**src/rtl/fpu_pkg.sv**
```systemverilog
// Shared FP adder definitions: rounding modes, adder exception codes,
// RISC-V fflags bit positions, issue-controller FSM states and helpers.
package fpu_pkg;

  localparam logic [2:0] RM_RNE = 3'b000;
  localparam logic [2:0] RM_RTZ = 3'b001;
  localparam logic [2:0] RM_RDN = 3'b010;
  localparam logic [2:0] RM_RUP = 3'b011;
  localparam logic [2:0] RM_RMM = 3'b100;
  localparam logic [2:0] RM_DYN = 3'b111;

  localparam logic [31:0] QNAN_SP = 32'h7FC0_0000;

  // Exception codes reported by the adder alongside each result
  localparam logic [2:0] EXC_NV   = 3'b100;
  localparam logic [2:0] EXC_DZ   = 3'b011;
  localparam logic [2:0] EXC_OF   = 3'b010;
  localparam logic [2:0] EXC_UF   = 3'b001;
  localparam logic [2:0] EXC_NX   = 3'b000;
  localparam logic [2:0] EXC_NONE = 3'b111;

  // Bit positions inside the 5-bit fflags vector {NV,DZ,OF,UF,NX}
  localparam int FFLAG_NX = 0;
  localparam int FFLAG_UF = 1;
  localparam int FFLAG_OF = 2;
  localparam int FFLAG_DZ = 3;
  localparam int FFLAG_NV = 4;

  // Issue controller FSM encoding
  localparam logic [1:0] ST_RUN   = 2'd0;
  localparam logic [1:0] ST_DRAIN = 2'd1;
  localparam logic [1:0] ST_HOLD  = 2'd2;

  // Overflow and underflow always imply inexact.
  function automatic logic [4:0] exc_to_fflags(input logic [2:0] exc);
    logic [4:0] f;
    f = '0;
    case (exc)
      EXC_NV: f[FFLAG_NV] = 1'b1;
      EXC_DZ: f[FFLAG_DZ] = 1'b1;
      EXC_OF: begin f[FFLAG_OF] = 1'b1; f[FFLAG_NX] = 1'b1; end
      EXC_UF: begin f[FFLAG_UF] = 1'b1; f[FFLAG_NX] = 1'b1; end
      EXC_NX: f[FFLAG_NX] = 1'b1;
      default: f = '0;
    endcase
    return f;
  endfunction

  // Rounding modes 101/110/111 (after dynamic resolution) are reserved.
  function automatic logic rm_is_legal(input logic [2:0] rm);
    return !(rm[2] & (rm[1] | rm[0]));
  endfunction

endpackage

```
**src/rtl/fpu_result_fifo.sv**
```systemverilog
// In-order first-word-fall-through result buffer. An entry pushed into an
// empty FIFO is visible at the head in the same cycle, so push and pop may
// coincide at any occupancy, including empty. Head is zero when not valid.
module fpu_result_fifo #(
  parameter int W     = 43,
  parameter int DEPTH = 2,
  parameter int CNT_W = 2
) (
  input  logic             clk,
  input  logic             rst,
  input  logic             push,
  input  logic [W-1:0]     push_ent,
  input  logic             pop,
  output logic             valid,
  output logic [W-1:0]     head,
  output logic [CNT_W-1:0] count
);
  import fpu_pkg::*;

  localparam int PTR_W = (DEPTH > 1) ? $clog2(DEPTH) : 1;
  localparam logic [PTR_W-1:0] LAST = PTR_W'(DEPTH - 1);

  logic [W-1:0]     mem [DEPTH];
  logic [PTR_W-1:0] rd_ptr;
  logic [PTR_W-1:0] wr_ptr;
  logic             empty;
  logic             do_pop;
  logic             wr_en;
  logic             rd_en;

  // Head selection with same-cycle bypass when empty
  always_comb begin
    empty  = (count == '0);
    valid  = ~empty | push;
    do_pop = pop & valid;
    wr_en  = push & ~(empty & do_pop);
    rd_en  = do_pop & ~empty;
    head   = '0;
    if (valid) head = empty ? push_ent : mem[rd_ptr];
  end

  // Storage, pointers and occupancy
  always_ff @(posedge clk or negedge rst) begin
    if (!rst) begin
      rd_ptr <= '0;
      wr_ptr <= '0;
      count  <= '0;
    end else begin
      if (wr_en) begin
        mem[wr_ptr] <= push_ent;
        wr_ptr      <= (wr_ptr == LAST) ? '0 : wr_ptr + 1'b1;
      end
      if (rd_en) rd_ptr <= (rd_ptr == LAST) ? '0 : rd_ptr + 1'b1;
      if (wr_en & ~rd_en)      count <= count + 1'b1;
      else if (rd_en & ~wr_en) count <= count - 1'b1;
    end
  end

endmodule

```
**src/rtl/fpu_add_issue_ctrl.sv**
```systemverilog
// Issuer/collector for the single-precision FP adder.
// Handshakes: a transfer happens on a cycle where valid&ready are both high;
// valid, once raised, is not required to stay high and ready never depends
// combinationally on the partner's valid (op_ready) or ready (res_valid).
module fpu_add_issue_ctrl #(
  parameter int FP_W  = 32,
  parameter int TAG_W = 4,
  parameter int DEPTH = 2,
  parameter int LAT   = 1
) (
  input  logic             clk,
  input  logic             rst,
  input  logic             op_valid,
  output logic             op_ready,
  input  logic             op_sub,
  input  logic [2:0]       op_rm,
  input  logic [FP_W-1:0]  op_a,
  input  logic [FP_W-1:0]  op_b,
  input  logic [TAG_W-1:0] op_tag,
  input  logic [2:0]       frm,
  input  logic             drain_req,
  output logic             drain_done,
  output logic             fpu_req,
  output logic [2:0]       fpu_rm,
  output logic [FP_W-1:0]  fpu_a,
  output logic [FP_W-1:0]  fpu_b,
  input  logic             fpu_valid,
  input  logic [FP_W-1:0]  fpu_out,
  input  logic [2:0]       fpu_exc,
  output logic             res_valid,
  input  logic             res_ready,
  output logic [FP_W-1:0]  res_data,
  output logic [TAG_W-1:0] res_tag,
  output logic [4:0]       res_fflags,
  output logic             res_illegal,
  output logic [4:0]       fflags_acc,
  input  logic             fflags_clr,
  output logic             proto_err,
  output logic [1:0]       dbg_state
);
  import fpu_pkg::*;

  localparam int CNT_W = $clog2(DEPTH + 1);
  localparam int ENT_W = FP_W + TAG_W + 6;

  logic [1:0]       state;
  logic [2:0]       rm_eff;
  logic             legal;
  logic             accept;
  logic [LAT-1:0]   pipe_vld;
  logic [LAT-1:0]   pipe_legal;
  logic [TAG_W-1:0] pipe_tag [LAT];
  logic             out_vld;
  logic             out_legal;
  logic [CNT_W:0]   inflight;
  logic [CNT_W:0]   used;
  logic [CNT_W-1:0] fifo_count;
  logic             idle;
  logic [ENT_W-1:0] push_ent;
  logic [ENT_W-1:0] head;
  logic             pop;

  // Rounding resolution, credit check and combinational issue to the adder
  always_comb begin
    rm_eff   = (op_rm == RM_DYN) ? frm : op_rm;
    legal    = rm_is_legal(rm_eff);
    inflight = '0;
    for (int i = 0; i < LAT; i++) inflight = inflight + {{CNT_W{1'b0}}, pipe_vld[i]};
    used     = inflight + {1'b0, fifo_count};
    idle     = (used == '0);
    op_ready = rst & (state == ST_RUN) & (used < (CNT_W+1)'(DEPTH));
    accept   = op_valid & op_ready;
    fpu_req  = accept & legal;
    fpu_a    = rst ? op_a : '0;
    fpu_b    = rst ? {op_b[FP_W-1] ^ op_sub, op_b[FP_W-2:0]} : '0;
    fpu_rm   = rst ? rm_eff : 3'b000;
  end

  // Tag pipe mirrors the adder latency; it never stalls
  always_ff @(posedge clk or negedge rst) begin
    if (!rst) begin
      pipe_vld   <= '0;
      pipe_legal <= '0;
      for (int i = 0; i < LAT; i++) pipe_tag[i] <= '0;
    end else begin
      pipe_vld[0]   <= accept;
      pipe_legal[0] <= legal;
      pipe_tag[0]   <= op_tag;
      for (int i = 1; i < LAT; i++) begin
        pipe_vld[i]   <= pipe_vld[i-1];
        pipe_legal[i] <= pipe_legal[i-1];
        pipe_tag[i]   <= pipe_tag[i-1];
      end
    end
  end

  // Result entry assembled at the pipe output; illegal ops carry zeros
  always_comb begin
    out_vld   = pipe_vld[LAT-1];
    out_legal = pipe_legal[LAT-1];
    push_ent  = {(out_legal ? fpu_out : {FP_W{1'b0}}),
                 pipe_tag[LAT-1],
                 (out_legal ? exc_to_fflags(fpu_exc) : 5'b00000),
                 ~out_legal};
  end

  fpu_result_fifo #(
    .W     (ENT_W),
    .DEPTH (DEPTH),
    .CNT_W (CNT_W)
  ) u_fifo (
    .clk      (clk),
    .rst      (rst),
    .push     (out_vld),
    .push_ent (push_ent),
    .pop      (res_ready),
    .valid    (res_valid),
    .head     (head),
    .count    (fifo_count)
  );

  // Unpack the FIFO head onto the result port
  always_comb begin
    res_data    = head[ENT_W-1 -: FP_W];
    res_tag     = head[TAG_W+5 : 6];
    res_fflags  = head[5:1];
    res_illegal = head[0];
    pop         = res_valid & res_ready;
    drain_done  = (state == ST_DRAIN) & idle;
    dbg_state   = state;
  end

  // Accrued flags and sticky adder protocol checker
  always_ff @(posedge clk or negedge rst) begin
    if (!rst) begin
      fflags_acc <= '0;
      proto_err  <= 1'b0;
    end else begin
      fflags_acc <= (fflags_clr ? 5'b00000 : fflags_acc) | (pop ? res_fflags : 5'b00000);
      if ((out_vld & out_legal & ~fpu_valid) | (fpu_valid & ~(out_vld & out_legal)))
        proto_err <= 1'b1;
    end
  end

  // Drain FSM: stop accepting, wait for empty, pulse done, optionally hold
  always_ff @(posedge clk or negedge rst) begin
    if (!rst) begin
      state <= ST_RUN;
    end else begin
      case (state)
        ST_RUN:   if (drain_req) state <= ST_DRAIN;
        ST_DRAIN: if (idle) state <= drain_req ? ST_HOLD : ST_RUN;
        ST_HOLD:  if (!drain_req) state <= ST_RUN;
        default:  state <= ST_RUN;
      endcase
    end
  end

endmodule

```
**config.mk**
```make
export PLATFORM = sky130hd
export DESIGN_NAME = fpu_add_issue_ctrl
export DESIGN_NICKNAME = d
export VERILOG_FILES = /design/src/rtl/fpu_pkg.sv /design/src/rtl/fpu_result_fifo.sv /design/src/rtl/fpu_add_issue_ctrl.sv
export SDC_FILE = /design/constraint.sdc
export NUM_CORES = 1
export LEC_CHECK = 0
export ABC_CLOCK_PERIOD_IN_PS = 7200
export BUFFER_PORTS_ARGS = -buffer_cell sky130_fd_sc_hd__buf_2
export CAP_MARGIN = 20
export CORE_ASPECT_RATIO = 2
export CORE_MARGIN = 3
export CORE_UTILIZATION = 35
export CTS_CLUSTER_DIAMETER = 40
export CTS_CLUSTER_SIZE = 16
export DETAILED_ROUTE_END_ITERATION = 10
export GPL_ROUTABILITY_DRIVEN = 0
export GPL_TIMING_DRIVEN = 0
export SYNTH_ARGS = -nofsm -noshare
export SYNTH_HDL_FRONTEND = slang
export SYNTH_SLANG_ARGS = --single-unit
```
**constraint.sdc**
```tcl
create_clock -name clk -period 7.2 [get_ports clk]
set_input_delay 1.8 -clock clk [delete_from_list [all_inputs] [get_ports clk]]
set_output_delay 1.8 -clock clk [all_outputs]
set_load 0.01 [all_outputs]
```
* Word level (Yosys, flattened, before mapping)
Memories as Yosys holds them, arrays and structs flattened.
Cells that the tools add are included.
** Storage, ports and cells
- RAM bits :: 84
- Flip-flop bits (word level) :: 18
- Bits in latches :: 0
- Memories :: 1
- Input bits :: 117
- Output and inout port bits :: 121
- Word-level logic and storage cells :: 88
- ROM bits :: 0
** Operators by class
- Shifts and indexed selects :: 0
- Bitwise logic cells :: 27
- Mux-type cells :: 26
- Add/subtract/negate cells :: 5
- Order comparisons :: 1
- Reduce and logical (&&, ||, !) cells :: 9
- Multipliers :: 0
- Equality and inequality tests :: 10
- Div/mod/pow operators :: 0
** Memory list
- u_fifo.mem :: depth 2, width 42, read ports 1, clocked after Yosys merged registers in 0, wr ports 1, line fpu_result_fifo.sv:23 : logic [W-1:0] mem [DEPTH];
** Operator list (count)
- 2-to-1 mux 32 bit :: 3
- 2-to-1 mux 42 bit :: 2
- AND 1 bit :: 15
- 2-to-1 mux 5 bit :: 3
- 2-to-1 mux 2 bit :: 6
- 2-to-1 mux 1 bit :: 9
- NOT 1 bit :: 7
- == test 3 x 2 -> 1 bit (second input constant) :: 2
- == test 3 bit (second input constant) :: 2
- logical NOT 3 bit :: 2
- 2-to-1 mux 3 bit :: 2
- != test 2 bit (second input constant) :: 3
- case mux 2 bit (3 select lines) :: 1
- OR 5 bit :: 1
- logical NOT 2 bit :: 2
- adder 1 x 2 -> 3 bit :: 1
- == test 3 x 1 -> 1 bit (second input constant) :: 1
- less-than comparator 3 x 2 -> 1 bit (second input constant) :: 1
- OR 1 bit :: 3
- AND reduction 3 bit :: 1
- OR reduction 3 bit :: 1
- adder 1 bit (second input constant) :: 2
- adder 2 x 1 -> 2 bit (second input constant) :: 1
- == test 2 x 1 -> 1 bit (second input constant) :: 1
- other kinds (6) :: 6

* Depth between registers and ports, before layout
- Word-level depth :: 11
- Gate-level depth with buffers :: 6
- Mapped depth without buffers :: 6

* Cells and area by module
A second synthesis with hierarchy kept.
** Second synthesis, totals
- Cell total of the unflattened synthesis :: 424
- Area total of the unflattened synthesis :: 5049.8 um2
** Modules (own cells, without submodules)
- fpu_result_fifo :: instances 1, sequential area each 2622.5 um2, cells each 251, area an instance 3736.1 um2
- fpu_add_issue_ctrl :: instances 1, sequential area each 350.3 um2, cells each 173, area an instance 1313.8 um2

* Least setup slack after synthesis
OpenSTA, ideal clock, no wires.
- Path type :: input-to-output
- Start :: input port fpu_exc[2]
- End :: output port res_fflags[0]
- Stages on the path :: 3
- Arrival :: 2459 ps
- Slack :: 2941 ps
- Path buffers :: 0
- Data required time :: 5400 ps
- Path through :: nor2b_1 -> a21boi_0 -> a31o_2
** Between the ends
- Cells in the longest elaborated chain, start to end :: 6
- Elaborated cells between the ends (all ways) :: 8
- Classes of those cells :: eq/ne (2); mux (4); reduce/logical (2)
** RTL lines
- from (decl) :: line fpu_add_issue_ctrl.sv:29 : input logic [2:0] fpu_exc,
- == test 3 x 1 -> 1 bit (tied with other cells) :: line fpu_pkg.sv:38 : case (exc)
- OR reduction 3 bit (no source line) (*)
- 2-to-1 mux 1 bit (*) :: line fpu_pkg.sv:38
- 2-to-1 mux 5 bit (*) :: line fpu_add_issue_ctrl.sv:103 : (out_legal ? exc_to_fflags(fpu_exc) : 5'b00000),
- net push_ent[1] :: line fpu_add_issue_ctrl.sv:59 : logic [ENT_W-1:0] push_ent;
- 2-to-1 mux 42 bit (*) (2 in a row) :: line fpu_result_fifo.sv:39 : if (valid) head = empty ? push_ent : mem[rd_ptr];
- to (decl) :: line fpu_add_issue_ctrl.sv:34 : output logic [4:0] res_fflags,
The timed path passes the listed nets; every way through them passes the cells marked *.

* Worst setup path after layout
- Start :: input port rst
- End :: output port fpu_b[19]
** Between the ends
- Cells in the longest elaborated chain, start to end :: 1
** RTL lines
- from (decl) :: line fpu_add_issue_ctrl.sv:12 : input logic rst,
- 2-to-1 mux 32 bit :: line fpu_add_issue_ctrl.sv:75 : fpu_b = rst ? {op_b[FP_W-1] ^ op_sub, op_b[FP_W-2:0]} : '0;
- to (decl) :: line fpu_add_issue_ctrl.sv:26 : output logic [FP_W-1:0] fpu_b,
Every way passes these cells.

==> impl_metrics.env <==
export IMPL_cts_hold_repair_buffers=0
export IMPL_wl_per_cell_um=16.95
export IMPL_layout_drive_gt1_share=0.4216
export IMPL_coreArea_um2=14040
export IMPL_synth_top_family_by_area="simple AND/OR/NAND/NOR gates"
export IMPL_clock_latency_ns=0.34
export IMPL_p_switching_uw=583.1
export IMPL_status="finished, final reports clean"
export IMPL_avgViaCountPerCell=4.826
export IMPL_num_vias=4179
export IMPL_swShare=0.3210
export IMPL_p_int_mw=1.234
export IMPL_ir_worst_vdd_mv=0.1048
export IMPL_setup_ws_ns=2.172
export IMPL_die_w_um=91.32
export IMPL_hold_viol=0
export IMPL_grt_pass1_wl_um=22460
export IMPL_worstPathRequired_ns=5.40
export IMPL_worstMarginPinSlew_ns=0.5919
export IMPL_startpoint_type="input port"
export IMPL_cts_sinks=102
export IMPL_finalClockSkew_ns=0.006891
export IMPL_most_common_layout_cells="buf_2 (243), and2_1 (98), edfxtp_1 (84), mux2i_1 (42), nand3_1 (39)"
export IMPL_fill_cells=1398
export IMPL_synth_fp_nets=541
export IMPL_synthMuxAreaShare=0.08251
export IMPL_postSynthAreaPerCell_um2=12.10
export IMPL_seqPwrFrac=0.389
export IMPL_grt_use_total=0.1792
export IMPL_wl_um=14680
export IMPL_cts_buffer_depth=2
export IMPL_root_buffer="clkbuf_16"
export IMPL_antenna_found_initial=1
export IMPL_syn_inst=421
export IMPL_holdWs_ns=0.4827
export IMPL_portBuffers=237
export IMPL_route_detailed_drc=0
export IMPL_setup_viol=0
export IMPL_netlist_area_um2=5095
export IMPL_synth_compound_area_frac=0.07687
export IMPL_pin_count=238
export IMPL_grt_remaining_overflow=0
export IMPL_cts_tree="built"
export IMPL_wl_met3_um=833
export IMPL_maxCapViolCount=0
export IMPL_htreeDepth=3
export IMPL_synth_seq_cells=102
export IMPL_synth_ff_type="edfxtp_1"
export IMPL_ys_top_cells_by_area="edfxtp_1 (50%), and2_1 (12%), dfrtp_1 (8.8%)"
export IMPL_first_global_vias=4471
export IMPL_final_common_cell="buf_2"
export IMPL_timing_fmax_ghz=0.1989
export IMPL_async_flop_share=0.1765
export IMPL_timing_slew_headroom=0.6054
export IMPL_routed_top_layer="met4"
export IMPL_clk_pin_slew_ns=0.06
export IMPL_tns_ns=0
export IMPL_synthXorXnorAreaFrac=0.006876
export IMPL_grt_max_degree=33
export IMPL_rsz0062_at_grt="no"
export IMPL_clkPwrFrac=0.267
export IMPL_arrival_ns=3.23
export IMPL_synth_fa_ha_area_frac=0.007367
export IMPL_final_period_utilization=0.6983
export IMPL_yosys_area_share_simple=0.1965
export IMPL_place_ws_ns=2.093
export IMPL_cts_resized=0
export IMPL_post_route_min_period_ns=5.028
export IMPL_drt_iter0_drc=148
export IMPL_crit_path_max_fanout=25
export IMPL_cp_end_kind="primary output"
export IMPL_syn_to_final_growth_pct=34.63
export IMPL_fin_util=0.4884
export IMPL_final_nets=791
export IMPL_cts_buffers=9
export IMPL_place_hpwl_um=11170
export IMPL_cts_setup_buffers=0
export IMPL_hold_path_class="reg2reg"
export IMPL_first_pass_iters=6
export IMPL_ys_seq_area_frac=0.5835
export IMPL_start_util=0.3628
export IMPL_dieHeight_um=176.6
export IMPL_wl_met1_um=5065
export IMPL_p_leak_nw=3.114
export IMPL_pwr_density_cell_nw_per_um2=264.9
export IMPL_synth_edf_count=84
export IMPL_yosys_area_top_type="edfxtp_1"
export IMPL_die_area_um2=16130
export IMPL_ys_types=40
export IMPL_antenna_left=0
export IMPL_yosys_warnings=0
export IMPL_num_rows=61
export IMPL_netlist_area_leader_share=0.4951
export IMPL_slew_viol_final=0
export IMPL_critical_path_class="in2out"
export IMPL_wl_met2_um=8554
export IMPL_pwr_share_comb=0.344
-- kinds of logic after synthesis --
| logic type | Yosys count |
|---|---|
| fa+ha+maj | 3 |
| buf+inv | 38 |
| compound gates | 64 |
| xor+xnor | 4 |
| mux | 42 |
| simple gates | 168 |
| flops | 102 |
-- power groups by stage --
stage / logic [mW] / clock network (mW) / registers (mW)
6_report: 0.625 / 0.485 / 0.707
5_1_grt: 0.687 / 0.521 / 0.712
4_1_cts: 0.643 / 0.499 / 0.708
3_5_place_dp: 0.641 / 0 / 0.721
3_3_place_gp: 0.631 / 0 / 0.720
2_1_floorplan: 0.396 / 0 / 0.720
-- path summary, 6_finish.rpt --
kind | startpoint | end | slack (ns) | cells past startpoint
max | rst | fpu_b[19] | 2.17 | 5
min | u_fifo.wr_ptr | u_fifo.wr_ptr | 0.48 | 1
max reg2reg | u_fifo.count[1] | u_fifo.mem[0][13] | 5.17 | 5
min reg2reg | u_fifo.wr_ptr | u_fifo.wr_ptr | 0.48 | 1
max in group asynchronous | rst | proto_err | 5.38 | 1
min in group asynchronous | rst | pipe_tag[1] | 1.44 | 1
-- cell usage after synthesis, types with 4 or more instances --
cell type  instances
and2_1            98
edfxtp_1          84
mux2i_1           42
nand3_1           39
o21ai_0           38
dfrtp_1           18
clkbuf_1          13
nor2_1            10
buf_2              6
a221o_1            5
buf_6              5
inv_1              5
a31o_2             4
nand2_1            4
o21ai_1            4
-- stage by stage --
| step | power, mW | instance area [um2] | instances |
|---|---|---|---|
| 3_3_place_gp | 1.351 | 6518 | 847 |
| 6_report | 1.817 | 6859 | 866 |
| 4_1_cts | 1.850 | 6857 | 865 |
| 5_1_grt | 1.920 | 6859 | 866 |
| 3_5_place_dp | 1.362 | 6560 | 849 |
| 2_1_floorplan | 1.115 | 5095 | 421 |
-- flip-flops by register name (all words and copies together), names as in the netlist --
| name | cells |
|---|---|
| proto_err | 1 |
| u_fifo.count | 2 |
| pipe_tag | 4 |
| out_legal | 1 |
| u_fifo.mem | 84 |
| u_fifo.wr_ptr | 1 |
| u_fifo.rd_ptr | 1 |
| dbg_state | 2 |
| out_vld | 1 |
| fflags_acc | 5 |
-- layer usage --
layer	vias up	track usage
li1	2012	-
met1	1988	0.1824
met2	169	0.3562
met3	10	0.03489
met4	0	0.05856
met5	-	0
-- layout make-up --
cell class	count	area, um2	area share
sequential	102	2973	0.4334
multi-input combinational	281	1888	0.2753
timing repair buffer	239	1226	0.1788
tap	189	236.5	0.03448
clock buffer	9	225.2	0.03283
buffer	32	214.0	0.03119
clock inverter	7	71.32	0.01040
inverter	6	22.52	0.003283
antenna	1	2.502	0.0003648
-- critical path, stage by stage --
cell	delay [ns]
buf_2	0.45
clkbuf_1	0.38
clkbuf_1	0.29
and2_1	0.17
buf_2	0.13
Note: power is estimated with default switching activity, not from simulation.
